**src/rtl/mu0_uart_tx_if.sv**
```systemverilog
// MU0 bus signals seen by the serial transmitter: address/data/strobes in,
// status word and select back out to the top-level read mux.
interface mu0_uart_tx_if;
   logic [11:0] Address;
   logic [15:0] Data_out;
   logic        Wr;
   logic        Rd;
   logic [15:0] Rd_data;
   logic        Sel;

   modport master (output Address, Data_out, Wr, Rd, input Rd_data, Sel);
   modport slave  (input Address, Data_out, Wr, Rd, output Rd_data, Sel);
endinterface

```
**src/rtl/mu0_uart_tx.sv**
```systemverilog
// Memory-mapped 8N1 serial transmitter on the MU0 bus with a small byte FIFO.
// Define UART_PARITY_EN to add an even-parity bit between the data and stop bits.
module mu0_uart_tx #(
   parameter logic [11:0] ADDR_DATA    = 12'hFF0,
   parameter logic [11:0] ADDR_STATUS  = 12'hFF1,
   parameter int          CLKS_PER_BIT = 16,
   parameter int          FIFO_AW      = 2
) (
   input  logic           Clk,
   input  logic           Reset,
   mu0_uart_tx_if.slave   bus,
   output logic           Tx,
   output logic           Busy
);
   localparam int DEPTH = 2 ** FIFO_AW;
   localparam int BW    = $clog2(CLKS_PER_BIT);

   typedef enum logic [2:0] {
      S_IDLE,
      S_START,
      S_DATA,
`ifdef UART_PARITY_EN
      S_PARITY,
`endif
      S_STOP
   } state_t;

   logic [7:0]         fifo_mem [DEPTH];
   logic [FIFO_AW-1:0] wr_ptr_reg;
   logic [FIFO_AW-1:0] rd_ptr_reg;
   logic [FIFO_AW:0]   count_reg;
   logic               overflow_reg;
   state_t             state_reg;
   logic [BW-1:0]      baud_reg;
   logic [2:0]         bit_reg;
   logic [7:0]         shift_reg;
   logic               parity_reg;
   logic               tx_reg;

   logic       push_req;
   logic       push_ok;
   logic       pop;
   logic       status_rd;
   logic       full;
   logic       baud_done;
   logic [7:0] head;
   logic       unused_hi;

   assign push_req  = bus.Wr && (bus.Address == ADDR_DATA);
   assign status_rd = bus.Rd && (bus.Address == ADDR_STATUS);
   assign full      = (count_reg == (FIFO_AW + 1)'(DEPTH));
   assign baud_done = (baud_reg == BW'(CLKS_PER_BIT - 1));
   assign head      = fifo_mem[rd_ptr_reg];
   assign unused_hi = ^bus.Data_out[15:8];

   // Pops are decided from registered count only, so a fresh push waits one edge.
   assign pop     = (count_reg != '0) &&
                    ((state_reg == S_IDLE) || ((state_reg == S_STOP) && baud_done));
   assign push_ok = push_req && (!full || pop);

   assign Busy        = (state_reg != S_IDLE) || (count_reg != '0);
   assign Tx          = tx_reg;
   assign bus.Sel     = status_rd;
   assign bus.Rd_data = status_rd ? {13'b0, overflow_reg, full, Busy} : 16'h0000;

   always_ff @(posedge Clk) begin
      if (push_ok)
         fifo_mem[wr_ptr_reg] <= bus.Data_out[7:0];
   end

   always_ff @(posedge Clk) begin
      if (Reset) begin
         wr_ptr_reg   <= '0;
         rd_ptr_reg   <= '0;
         count_reg    <= '0;
         overflow_reg <= 1'b0;
         state_reg    <= S_IDLE;
         baud_reg     <= '0;
         bit_reg      <= '0;
         shift_reg    <= '0;
         parity_reg   <= 1'b0;
         tx_reg       <= 1'b1;
      end else begin
         if (push_ok)
            wr_ptr_reg <= wr_ptr_reg + 1'b1;
         if (pop)
            rd_ptr_reg <= rd_ptr_reg + 1'b1;
         case ({push_ok, pop})
            2'b10:   count_reg <= count_reg + 1'b1;
            2'b01:   count_reg <= count_reg - 1'b1;
            default: count_reg <= count_reg;
         endcase

         // A dropped byte on the same edge as a status read keeps the flag set.
         if (push_req && full && !pop)
            overflow_reg <= 1'b1;
         else if (status_rd)
            overflow_reg <= 1'b0;

         if (state_reg == S_IDLE) begin
            baud_reg <= '0;
            tx_reg   <= 1'b1;
            if (pop) begin
               shift_reg  <= head;
               parity_reg <= ^head;
               bit_reg    <= '0;
               tx_reg     <= 1'b0;
               state_reg  <= S_START;
            end
         end else if (!baud_done) begin
            baud_reg <= baud_reg + 1'b1;
         end else begin
            baud_reg <= '0;
            case (state_reg)
               S_START: begin
                  tx_reg    <= shift_reg[0];
                  state_reg <= S_DATA;
               end
               S_DATA: begin
                  if (bit_reg == 3'd7) begin
`ifdef UART_PARITY_EN
                     tx_reg    <= parity_reg;
                     state_reg <= S_PARITY;
`else
                     tx_reg    <= 1'b1;
                     state_reg <= S_STOP;
`endif
                  end else begin
                     bit_reg   <= bit_reg + 1'b1;
                     shift_reg <= shift_reg >> 1;
                     tx_reg    <= shift_reg[1];
                  end
               end
`ifdef UART_PARITY_EN
               S_PARITY: begin
                  tx_reg    <= 1'b1;
                  state_reg <= S_STOP;
               end
`endif
               S_STOP: begin
                  // Chain straight into the next start bit when bytes are waiting.
                  if (pop) begin
                     shift_reg  <= head;
                     parity_reg <= ^head;
                     bit_reg    <= '0;
                     tx_reg     <= 1'b0;
                     state_reg  <= S_START;
                  end else begin
                     tx_reg    <= 1'b1;
                     state_reg <= S_IDLE;
                  end
               end
               default: begin
                  tx_reg    <= 1'b1;
                  state_reg <= S_IDLE;
               end
            endcase
         end
      end
   end
endmodule

```
**src/flat_wrapper.sv**
```systemverilog
// flat-port wrapper written by rule: the top's interface ports become plain ports
module mu0_uart_tx_flat 
#(
   parameter logic [11:0] ADDR_DATA    = 12'hFF0,
   parameter logic [11:0] ADDR_STATUS  = 12'hFF1,
   parameter int          CLKS_PER_BIT = 16,
   parameter int          FIFO_AW      = 2
)
  (Clk, Reset, Tx, Busy, bus_Address, bus_Data_out, bus_Wr, bus_Rd, bus_Rd_data, bus_Sel);
  mu0_uart_tx_if bus_i ();
  input  logic Clk;
  input  logic Reset;
  output logic Tx;
  output logic Busy;
  input wire logic [$bits(bus_i.Address)-1:0] bus_Address;
  input wire logic [$bits(bus_i.Data_out)-1:0] bus_Data_out;
  input wire logic [$bits(bus_i.Wr)-1:0] bus_Wr;
  input wire logic [$bits(bus_i.Rd)-1:0] bus_Rd;
  output wire logic [$bits(bus_i.Rd_data)-1:0] bus_Rd_data;
  output wire logic [$bits(bus_i.Sel)-1:0] bus_Sel;
  assign bus_i.Address = bus_Address;
  assign bus_i.Data_out = bus_Data_out;
  assign bus_i.Wr = bus_Wr;
  assign bus_i.Rd = bus_Rd;
  assign bus_Rd_data = bus_i.Rd_data;
  assign bus_Sel = bus_i.Sel;
  mu0_uart_tx #(.ADDR_DATA(ADDR_DATA), .ADDR_STATUS(ADDR_STATUS), .CLKS_PER_BIT(CLKS_PER_BIT), .FIFO_AW(FIFO_AW)) u_core (.Clk(Clk), .Reset(Reset), .bus(bus_i), .Tx(Tx), .Busy(Busy));
endmodule
```
**config.mk**
```make
export PLATFORM = sky130hd
export DESIGN_NAME = mu0_uart_tx_flat
export DESIGN_NICKNAME = d
export VERILOG_FILES = /design/src/rtl/mu0_uart_tx_if.sv /design/src/rtl/mu0_uart_tx.sv /design/src/flat_wrapper.sv
export SDC_FILE = /design/constraint.sdc
export NUM_CORES = 1
export LEC_CHECK = 0
export CELL_PAD_IN_SITES_DETAIL_PLACEMENT = 0
export CELL_PAD_IN_SITES_GLOBAL_PLACEMENT = 2
export CORE_ASPECT_RATIO = 1.2
export CORE_MARGIN = 2
export CORE_UTILIZATION = 36
export CTS_BUF_LIST = sky130_fd_sc_hd__clkbuf_4 sky130_fd_sc_hd__clkbuf_8
export DETAILED_ROUTE_END_ITERATION = 6
export GPL_TIMING_DRIVEN = 0
export PLACE_DENSITY = 0.91
export SYNTH_ARGS = -nofsm -noshare
export SYNTH_HDL_FRONTEND = slang
export SYNTH_SLANG_ARGS = --single-unit
```
**constraint.sdc**
```tcl
create_clock -name Clk -period 3.21 [get_ports Clk]
set_input_delay 0.642 -clock Clk [delete_from_list [all_inputs] [get_ports Clk]]
set_output_delay 0.642 -clock Clk [all_outputs]
set_load 0.05 [all_outputs]
```
==> qor.csv <==
stage,metric,value,unit
min_path,hp-class,flip-flop to flip-flop,
placed_design,dp_hpwl,3624,µm
drt,avgViaCountPerCell,4.814,
layout,insertedDiodeCount,0,
layout,fin_nets,330,
clocking,clkTransAtPathRegs,0.07,ns
placed_design,placed_area,3246,µm²
worst_setup_path,cp_cell_sequence,clkdlybuf4s50_1 -> nor4bb_1 -> nand4_1 -> inv_1 -> and3_1 -> dlygate4sd2_1,
floorplan,start_util,36.81,%
global_route,antenna_found_initial,0,
sta,period_share,94.75,%
yosys,syn_inst,233,
floorplan,die_h,100.7,µm
worst_setup_path,critPathBufInv,3,
clocking,postCtsSetupRepairBufs,0,
power_and_ir_drop,ir_worst_vdd,288.0,µV
yosys,synth_cell_type_count,48,
layout,regArea,1521,µm²
drt,drt-pass1-iter-count,4,
sta,period_needed,3.042,ns
sta,maxSlewViolCount,0,
power_and_ir_drop,power.density,479.0,nW/µm²
yosys,synth_area,2805,µm²
placed_design,gp_congestion,0.6830,
worst_setup_path,path_max_fanout,3,
floorplan,rows,35,
global_route,grt_max_degree,12,
global_route,busiest_layer,met2,
global_route,grt_usage,12.65,%
floorplan,io_pins,51,
drt,ant_nets,0,
clocking,clockRootBuffer,clkbuf_8,
sta,slew_headroom,59.00,%
worst_setup_path,path_class,primary input to output pin,
placed_design,portBuffers,28,
yosys,synth_seq_area_share,54.24,%
job,drv_cap,0,
yosys,avgSynthCellArea,12.04,µm²
sta,fin_skew,0.01032,ns
yosys,synthTopCellsByArea,"edfxtp_1 34%, dfxtp_1 20%, mux4_2 6.4%",
global_route,grt-ovfl-total,0,
floorplan,coreArea,7620,µm²
floorplan,die_x,84.58,µm
drt,drtIter0Drc,69,
worst_setup_path,cpLargestDelayFamily,buffers and inverters,
clocking,worstSkewPairLatency,0.33,ns
clocking,cts_buffers,9,
worst_setup_path,endpoint_kind,output pin,
layout,multi_input_comb_area,1147,µm²
clocking,htreeDepth,3,
layout,drive_above_1_share,17.65,%
yosys,synth.most_common_cell,edfxtp_1,
yosys,yosysTopAreaCellShare,34.26,%
yosys,synthFlopType,edfxtp_1,
layout,num-fill-cells,727,
sta,rsz0062_at_grt,false,
global_route,grt_util_met2,22.23,%
drt,drc,0,
drt,wl_per_cell,13.21,µm
yosys,yosys_warnings,0,
yosys,async_flop_share,0,%
layout,finish.instance_area,3470,µm²
sta,tightest_slew,0.6128,ns
drt,via_count,1834,
sta,finalHoldViolCount,0,
yosys,synth-edff-count,32,
global_route,grtUsageMet1,14.44,%
yosys,yosys-top-cells-count,"32 x edfxtp_1, 28 x dfxtp_1, 28 x nor2_1, 13 x buf_4, 13 x ha_1",
placed_design,placedCellCount,365,
clocking,clock-sinks,60,
drt,wl,5033,µm
worst_setup_path,worst_path_max_delay_cell,dlygate4sd2_1,
global_route,grt_pass1_vias,1754,
global_route,use_met3,3.686,%
power_and_ir_drop,finalPower,1662,µW
sta,max_freq,328.8,MHz
yosys,yosys_register_bits,60,
layout,instances_no_fill,381,
worst_setup_path,slowest_delay,0.52,ns
global_route,grt_pass1_wl,8369,µm
worst_setup_path,worstPathRequired,2.57,ns
power_and_ir_drop,leakage,0.001311,µW
layout,largest_reg_flops,32,
clocking,cts_tree,yes,
layout,area_delta_synth_final,23.68,%
floorplan,die-area,8517,µm²
yosys,post-synth-top-area-cell,edfxtp_1,
worst_setup_path,cp.arrival,2.40,ns
run_status,status,completed,
sta,finalSetupViolations,0,
worst_setup_path,start_kind,primary input,
clocking,clock_path_buffers,2,
report_power, final:
part	internal [µW]	switching [µW]
Sequential	808	1.41
Clock	446	303
Combinational	44.8	58.2
Total	1300	363
kinds of logic (layout without fill, tap and decap cells):
group / after synthesis / after routing / share of synthesized area, %
AO/OA/AOI/OAI: 26 / 26 / 6.334
XOR/XNOR: 6 / 6 / 1.873
adder cells (fa/ha/maj): 14 / 14 / 6.512
buffers and inverters: 32 / 76 / 6.646
flip-flops: 60 / 60 / 54.24
multiplexers: 9 / 9 / 6.780
other: 1 / 13 / 0.1337
AND/OR/NAND/NOR: 85 / 85 / 17.48
cell usage in the layout (no fill, tap or decap), types with 2 or more instances in the layout:
cell / instances
and2_1: 2
ha_1: 13
bufinv_16: 2
nand4_1: 2
clkinv_4: 2
buf_2: 2
edfxtp_1: 32
a21oi_1: 11
conb_1: 13
buf_4: 13
and3_1: 5
nor2b_1: 2
and4b_1: 2
nor3_1: 7
xnor2_1: 2
xor2_1: 4
mux4_2: 8
nor4_1: 7
nor2_1: 28
clkbuf_1: 4
or3_1: 3
nand2_1: 4
dlygate4sd2_1: 3
buf_6: 2
dfxtp_1: 28
inv_1: 10
and3_2: 2
o21ai_0: 7
nor4bb_1: 2
clkdlybuf4s50_1: 24
clkbuf_8: 9
nand3_1: 8
layer usage:
layer / wire length (µm) / vias up
li1: - / 929
met1: 2191 / 866
met2: 2575 / 33
met3: 178 / 6
met4: 87 / 0
met5: 0 / -
path summary, 6_finish.rpt:
kind              slack [ns]           startpoint  cells past startpoint                   to
hold / removal          0.45   u_core.baud_reg[0]                      1   u_core.baud_reg[0]
hold reg to reg         0.45   u_core.baud_reg[0]                      1   u_core.baud_reg[0]
setup reg to reg        0.36  u_core.state_reg[0]                     13  u_core.count_reg[2]
setup / recovery        0.17       bus_Address[5]                      6       bus_Rd_data[1]
per-stage QoR:
step,setup WS [ns],setup TNS [ns],util (%),hold WS (ns)
after floorplan,0.5677,0,-,0.4175
after global placement,-0.09689,-0.1581,42.59,0.4260
after detailed placement,-0.1411,-0.2790,42.59,0.4345
after CTS,0.007959,0,45.44,0.4539
after global routing,0.05916,0,45.53,0.4806
final,0.1684,0,45.53,0.4539
layout make-up:
class	instances	area share, %
clock buffer	10	3.787
multi-input combinational	153	33.07
timing repair buffer	28	8.042
tap	92	3.318
sequential	60	43.85
inverter	10	1.082
clock inverter	6	2.560
buffer	22	4.291
timing repair:
item,in CTS,in global routing
pin swaps,0,0
hold buffers,0,0
gates resized for setup,3,2
setup endpoints to repair,3,2
gates cloned,0,0
Power figures use the tool's default switching activity.
